File: src/rtl/pipelined_addsub.sv
// Pipelined two's-complement adder/subtractor with valid/ready handshake.
// The carry chain is cut into STAGES chunks, one chunk resolved per stage.
module pipelined_addsub #(
    parameter int WIDTH  = 32,
    parameter int STAGES = 4
) (
    input  logic             CLK,
    input  logic             RST,
    input  logic             IN_VALID,
    output logic             IN_READY,
    input  logic [WIDTH-1:0] A,
    input  logic [WIDTH-1:0] B,
    input  logic             SUB,
    input  logic             CIN,
    output logic             OUT_VALID,
    input  logic             OUT_READY,
    output logic [WIDTH-1:0] S,
    output logic             C,
    output logic             V,
    output logic             Z
);

    localparam int CHUNK = WIDTH / STAGES;

    logic             en;
    logic             out_vld;
    logic [WIDTH-1:0] b_eff;

    assign en       = !out_vld || OUT_READY;
    assign IN_READY = en;
    assign b_eff    = SUB ? ~B : B;

    for (genvar k = 0; k < STAGES; k++) begin : g_st
        localparam int DONE = k * CHUNK;
        localparam int REM  = WIDTH - DONE;

        logic [REM-1:0]        a_in;
        logic [REM-1:0]        b_in;
        logic                  c_in;
        logic                  vld_in;
        logic [CHUNK:0]        part;
        logic [DONE+CHUNK-1:0] s_d;
        logic [DONE+CHUNK-1:0] s_q;
        logic                  vld_d;
        logic                  vld_q;

        always_comb begin
            part = {1'b0, a_in[CHUNK-1:0]}
                 + {1'b0, b_in[CHUNK-1:0]}
                 + {{CHUNK{1'b0}}, c_in};
        end

        always_comb begin
            vld_d = vld_q;
            if (en) begin
                vld_d = vld_in;
            end
        end

        if (k == 0) begin : g_head
            assign a_in   = A;
            assign b_in   = b_eff;
            assign c_in   = CIN;
            assign vld_in = IN_VALID;

            always_comb begin
                s_d = s_q;
                if (en) begin
                    s_d = part[CHUNK-1:0];
                end
            end
        end else begin : g_link
            // Operands and carry come from the previous stage's skew regs.
            assign a_in   = g_st[k-1].g_pass.a_q;
            assign b_in   = g_st[k-1].g_pass.b_q;
            assign c_in   = g_st[k-1].g_pass.c_q;
            assign vld_in = g_st[k-1].vld_q;

            always_comb begin
                s_d = s_q;
                if (en) begin
                    s_d = {part[CHUNK-1:0], g_st[k-1].s_q};
                end
            end
        end

        always_ff @(posedge CLK or posedge RST) begin
            if (RST) begin
                vld_q <= 1'b0;
                s_q   <= '0;
            end else begin
                vld_q <= vld_d;
                s_q   <= s_d;
            end
        end

        if (k < STAGES - 1) begin : g_pass
            localparam int NXT = REM - CHUNK;

            logic [NXT-1:0] a_d;
            logic [NXT-1:0] a_q;
            logic [NXT-1:0] b_d;
            logic [NXT-1:0] b_q;
            logic           c_d;
            logic           c_q;

            always_comb begin
                a_d = a_q;
                b_d = b_q;
                c_d = c_q;
                if (en) begin
                    a_d = a_in[REM-1:CHUNK];
                    b_d = b_in[REM-1:CHUNK];
                    c_d = part[CHUNK];
                end
            end

            always_ff @(posedge CLK or posedge RST) begin
                if (RST) begin
                    a_q <= '0;
                    b_q <= '0;
                    c_q <= 1'b0;
                end else begin
                    a_q <= a_d;
                    b_q <= b_d;
                    c_q <= c_d;
                end
            end
        end else begin : g_tail
            logic c_d;
            logic c_q;
            logic v_d;
            logic v_q;
            logic z_d;
            logic z_q;

            // Top chunk holds the MSBs, so overflow is decided here.
            always_comb begin
                c_d = c_q;
                v_d = v_q;
                z_d = z_q;
                if (en) begin
                    c_d = part[CHUNK];
                    v_d = (a_in[CHUNK-1] == b_in[CHUNK-1])
                       && (part[CHUNK-1] != a_in[CHUNK-1]);
                    z_d = (s_d == '0);
                end
            end

            always_ff @(posedge CLK or posedge RST) begin
                if (RST) begin
                    c_q <= 1'b0;
                    v_q <= 1'b0;
                    z_q <= 1'b0;
                end else begin
                    c_q <= c_d;
                    v_q <= v_d;
                    z_q <= z_d;
                end
            end
        end
    end

    assign out_vld   = g_st[STAGES-1].vld_q;
    assign OUT_VALID = out_vld;
    assign S         = g_st[STAGES-1].s_q;
    assign C         = g_st[STAGES-1].g_tail.c_q;
    assign V         = g_st[STAGES-1].g_tail.v_q;
    assign Z         = g_st[STAGES-1].g_tail.z_q;

endmodule

File: config.mk
export PLATFORM = sky130hd
export DESIGN_NAME = pipelined_addsub
export DESIGN_NICKNAME = d
export VERILOG_FILES = /design/src/rtl/pipelined_addsub.sv
export SDC_FILE = /design/constraint.sdc
export NUM_CORES = 1
export LEC_CHECK = 0
export BUFFER_PORTS_ARGS = -buffer_cell sky130_fd_sc_hd__buf_4
export CAP_MARGIN = 20
export CORE_ASPECT_RATIO = 0.8
export CORE_UTILIZATION = 30
export DETAILED_ROUTE_END_ITERATION = 16
export PLACE_DENSITY = 0.49
export SYNTH_ARGS = -nofsm -noshare
export SYNTH_HDL_FRONTEND = slang
export SYNTH_SLANG_ARGS = --single-unit
File: constraint.sdc
create_clock -name CLK -period 14.5 [get_ports CLK]
set_input_delay 2.175 -clock CLK [delete_from_list [all_inputs] [get_ports CLK]]
set_output_delay 2.175 -clock CLK [all_outputs]
set_load 0.05 [all_outputs]
# Word-level counts from Yosys, hierarchy flattened
# Index checks and enable logic that the tools add are counted.
op_classes:
  add_sub_neg: 8
  n_eq_ne: 2
  mux: 2
  n_bitwise: 1
  n_reduce_logical: 4
ops:
  columns: ["cell", "count"]
  rows:
  - ["$mux W32", 2]
  - ["$add A8 B8 Y9", 4]
  - ["$add A9 B1 Y9", 4]
  - ["$logic_not A32 Y1", 1]
  - ["$not A32 Y32", 1]
  - ["$eq A1 B1 Y1", 1]
  - ["$logic_and A1 B1 Y1", 1]
  - ["$logic_not A1 Y1", 1]
  - ["$logic_or A1 B1 Y1", 1]
  - ["$ne A1 B1 Y1", 1]
word_totals:
  reg_bits: 186
  inputBits: 70
  out_inout_bits: 37
  word_cells: 37

# Depth between registers and ports, before layout
depth:
  word_depth: 4
  depth_mapped: 12

# Least setup slack after synthesis
# OpenSTA, ideal clock, no wires.
synth_path:
  path_type: "input to output"
  start: "input OUT_READY"
  end: "output IN_READY"
  arrival_time_ns: 3.255
  required_ns: 12.325
  slack_ns: 9.070
  stages: 6
  n_path_buf: 4
  cell_sequence: "nor2b_1 > buf_2 > inv_1 > buf_2 > clkbuf_1 > buf_2"
synth_via:
  elab_chain_len: 1
synth_lines:
  columns: ["item", "line", "text"]
  rows:
  - ["from (decl)", "16", "input logic OUT_READY,"]
  - ["$logic_or A1 B1 Y1", "29", "assign en = !out_vld || OUT_READY;"]
  - ["to (decl)", "10", "output logic IN_READY,"]
# No other way between the ends.

# Worst setup path after layout
# Same ends and word-level chain as after synthesis.

==> insert_results.sql <==
INSERT INTO impl_metrics (metric_group, metric, value, unit) VALUES
('run_status', 'status', 'finished, final reports clean', ''),
('critical_path', 'worst_path_max_delay_cell', 'buf_4', ''),
('logic_synthesis', 'synth-warning-count', '0', ''),
('critical_path', 'worstPathCellList', 'buf_4 > nor2b_4 > buf_4 > inv_4 > buf_16 > buf_4', ''),
('logic_synthesis', 'synth-async-reset-ratio', '100', '%'),
('cells_and_area', 'final_nets', '1124', ''),
('die', 'rows', '54', ''),
('grt', 'globalRoute.totalOverflow', '0', ''),
('place', 'dpl.hpwl', '11800', 'um'),
('clock_tree', 'cts_tree', 'done', ''),
('place', 'dp.cells', '1362', ''),
('critical_path', 'critical-path-max-stage-delay', '380', 'ps'),
('clock_tree', 'clk_pin_slew', '70', 'ps'),
('route', 'detailedRoute.firstIterationViolations', '289', ''),
('clock_tree', 'post_cts_repair_setup_buffers', '0', ''),
('cells_and_area', 'multi_input_area', '3520', 'um2'),
('min_path', 'hold_class', 'reg2reg', ''),
('cells_and_area', 'layout_cells_sized_above_1', '14.6', '%'),
('die', 'floorplan.core_area', '27400', 'um2'),
('power', 'power.ir.vdd_worst', '95.5', 'uV'),
('power', 'total_leakage_power', '5.11', 'nW'),
('timing', 'setup-violations-final', '0', ''),
('die', 'dieArea', '28800', 'um2'),
('timing', 'tightestPinTransition', '869', 'ps'),
('route', 'drt_wl_total', '18400', 'um'),
('grt', 'antenna_found_initial', '0', ''),
('route', 'drt-wirelength-per-cell', '13.2', 'um'),
('power', 'p_comb_share', '41.8', '%'),
('logic_synthesis', 'avgSynthCellArea', '9.05', 'um2'),
('power', 'clock_network_power_share', '19.9', '%'),
('route', 'routed_via_density', '4.31', ''),
('flow_run', 'max_cap_violations', '0', ''),
('timing', 'timing_hold_violations_final', '0', ''),
('logic_synthesis', 'ys_seq_elements', '186', ''),
('timing', 'tightest_slew_margin_relative_to_the_limit', '42.1', '%'),
('logic_synthesis', 'synthesis.area', '8440', 'um2'),
('grt', 'first_global_vias', '5933', ''),
('route', 'routed-via-count', '6015', ''),
('grt', 'global_route.usage.total', '13.5', '%'),
('cells_and_area', 'num_antenna_cells', '0', ''),
('clock_tree', 'library_cell_used_as_clock_root_buffer', 'clkbuf_16', ''),
('die', 'ioPinCount', '107', ''),
('timing', 'rsz0062_at_grt', 'no', ''),
('logic_synthesis', 'ys.flop_type', 'dfrtp_1', ''),
('route', 'drt_pre_antenna_iters', '4', ''),
('critical_path', 'cp-end-kind', 'output port', ''),
('power', 'switching_power', '975', 'uW'),
('logic_synthesis', 'synth_nets', '1038', ''),
('die', 'floorplan.die.width', '190', 'um'),
('timing', 'finalSetupTns', '0', 'ps'),
('cells_and_area', 'synth_to_final_area_change', '20.5', '%'),
('critical_path', 'critical_path_startpoint_category', 'input port', ''),
('route', 'ant_nets', '0', ''),
('timing', 'finalCritPeriodShare', '39.3', '%'),
('logic_synthesis', 'netlist-cell-type-count', '37', ''),
('logic_synthesis', 'count_of_flip_flops_with_a_built_in_enable_after_synthesis', '0', ''),
('route', 'route.detailed.drc', '0', ''),
('clock_tree', 'post_cts.resized_instances', '0', ''),
('critical_path', 'critPathMaxFanout', '91', ''),
('timing', 'fin_ws', '8800', 'ps'),
('die', 'chipHeight', '152', 'um'),
('cells_and_area', 'finish.cell_count_without_fillers', '1395', ''),
('critical_path', 'worstPathArrival', '3530', 'ps'),
('clock_tree', 'cts-buffers-inserted', '17', ''),
('critical_path', 'worst_path_most_repeated_cell', 'buf_4', ''),
('power', 'switching_share', '42.0', '%'),
('power', 'cell_area_power_density', '228', 'nW/um2'),
('critical_path', 'critPathKind', 'in2out', ''),
('place', 'placedInstanceArea', '9570', 'um2'),
('logic_synthesis', 'yosysSeqAreaShare', '55.2', '%'),
('cells_and_area', 'final_cell_area', '10200', 'um2');
[worst paths after layout]
| path | end | slack [ps] | start | cells after the start |
|---|---|---|---|---|
| max | IN_READY | 8800 | OUT_READY | 6 |
| min | OUT_VALID | 460 | g_st[2].vld_q | 1 |
| max reg2reg | Z | 11770 | OUT_VALID | 9 |
| min reg2reg | OUT_VALID | 460 | g_st[2].vld_q | 1 |
| max in group asynchronous | g_st[0].g_pass.a_q[16] | 11130 | RST | 3 |
| min in group asynchronous | g_st[0].s_q[1] | 1910 | RST | 2 |
[metal layers]
layer  GRT usage, %  wire length (um)  vias up
met5              0                 0        -
met4           3.69               180        0
met3           3.00               602       13
met2           20.6              8500       75
met1           19.3              9170     2782
li1               -                 -     3145
[power by group through the flow]
stage | clock [mW] | sequential [mW] | combinational, mW
2_1_floorplan | 0 | 1.03 | 0.578
3_3_place_gp | 0 | 0.901 | 0.968
3_5_place_dp | 0 | 0.905 | 0.977
4_1_cts | 0.480 | 0.896 | 0.984
5_1_grt | 0.498 | 0.926 | 1.10
6_report | 0.462 | 0.890 | 0.970
[sequential cells by signal, indices dropped and copies added, names as in the netlist, 3 cells and up]
register and cells:
g_st.g_pass.c_q 3, g_st.vld_q 3, g_st.g_pass.b_q 48, g_st.s_q 48, g_st.g_pass.a_q 48, S 32
[cell usage after synthesis (2+ instances only)]
library cell | n | area (um2)
a211oi_1 | 6 | 45.0
a21boi_1 | 2 | 15.0
a21o_1 | 6 | 45.0
a21oi_1 | 18 | 90.1
a31oi_1 | 4 | 25.0
and3b_1 | 2 | 17.5
buf_1 | 13 | 48.8
buf_2 | 16 | 80.1
clkbuf_1 | 16 | 60.1
dfrtp_1 | 186 | 4650
fa_1 | 8 | 160
ha_1 | 28 | 350
inv_1 | 22 | 82.6
nand2_1 | 424 | 1590
nand2b_1 | 2 | 12.5
nand4_1 | 2 | 12.5
nor2_1 | 30 | 113
nor2b_1 | 4 | 25.0
nor3_1 | 10 | 50.1
nor4_1 | 6 | 37.5
o211a_1 | 2 | 20.0
o21a_1 | 8 | 60.1
o21ai_0 | 42 | 210
o21ai_1 | 3 | 15.0
o21bai_1 | 4 | 30.0
o31ai_1 | 11 | 82.6
or3_1 | 3 | 18.8
xnor2_1 | 32 | 280
xor2_1 | 14 | 123
[final cells by class]
cell class                      instances  area share [%]
Inverter                               22           0.911
Clock inverter                         13            1.18
Clock buffer                           19            4.45
Timing Repair Buffer                  112            8.59
Sequential cell                       186            45.8
Multi-Input combinational cell        679            34.6
Tap cell                              364            4.48
[logic make-up (layout without fill, tap and decap cells)]
| family | count (synthesis) | in the layout | share of synthesized area, % |
|---|---|---|---|
| and+or+nand+nor | 487 | 487 | 22.7 |
| DFF | 186 | 186 | 55.2 |
| AOI/OAI and AO/OA | 109 | 109 | 8.01 |
| buffers and inverters | 67 | 166 | 3.22 |
| xor gates and xnor gates | 46 | 46 | 4.77 |
| adders and majority gates | 36 | 36 | 6.05 |
| muxes | 1 | 1 | 0.119 |
[per-stage QoR]
stage	total power, mW	hold slack [ps]	utilization (%)
2_1_floorplan	1.61	430	-
3_3_place_gp	1.87	445	34.9
3_5_place_dp	1.88	455	34.9
4_1_cts	2.36	459	37.0
5_1_grt	2.52	487	37.1
6_report	2.32	459	37.1
[cells in the final DEF, fill, tap and decap left out, types with 2 or more instances in the layout]
cell and instances:
a31oi_1 4, or3_1 3, and3b_1 2, clkbuf_16 17
fa_1 8, nor2b_1 3, inv_8 4, o21a_1 8
a21oi_1 18, dfrtp_1 186, ha_1 28, o211a_1 2
buf_4 110, nor4_1 6, o21bai_1 4, nand2_1 424
o21ai_1 3, nor3_1 10, clkbuf_8 2, a211oi_1 6
xnor2_1 32, nor2_1 30, nand2b_1 2, inv_6 7
a21boi_1 2, o21ai_0 42, o31ai_1 11, clkinv_4 2
a21o_1 6, nand4_1 2, xor2_1 14, inv_1 20
[worst reg2reg max path, stage by stage, from the launching register on]
cell and delay, ps:
dfrtp_1 380, nor2b_4 130, buf_4 250, inv_4 270, buf_16 330, buf_4 610
nor2_1 170, a31oi_4 180, nor3_2 60, a32o_1 250
Note: power is estimated with default switching activity, not from simulation.
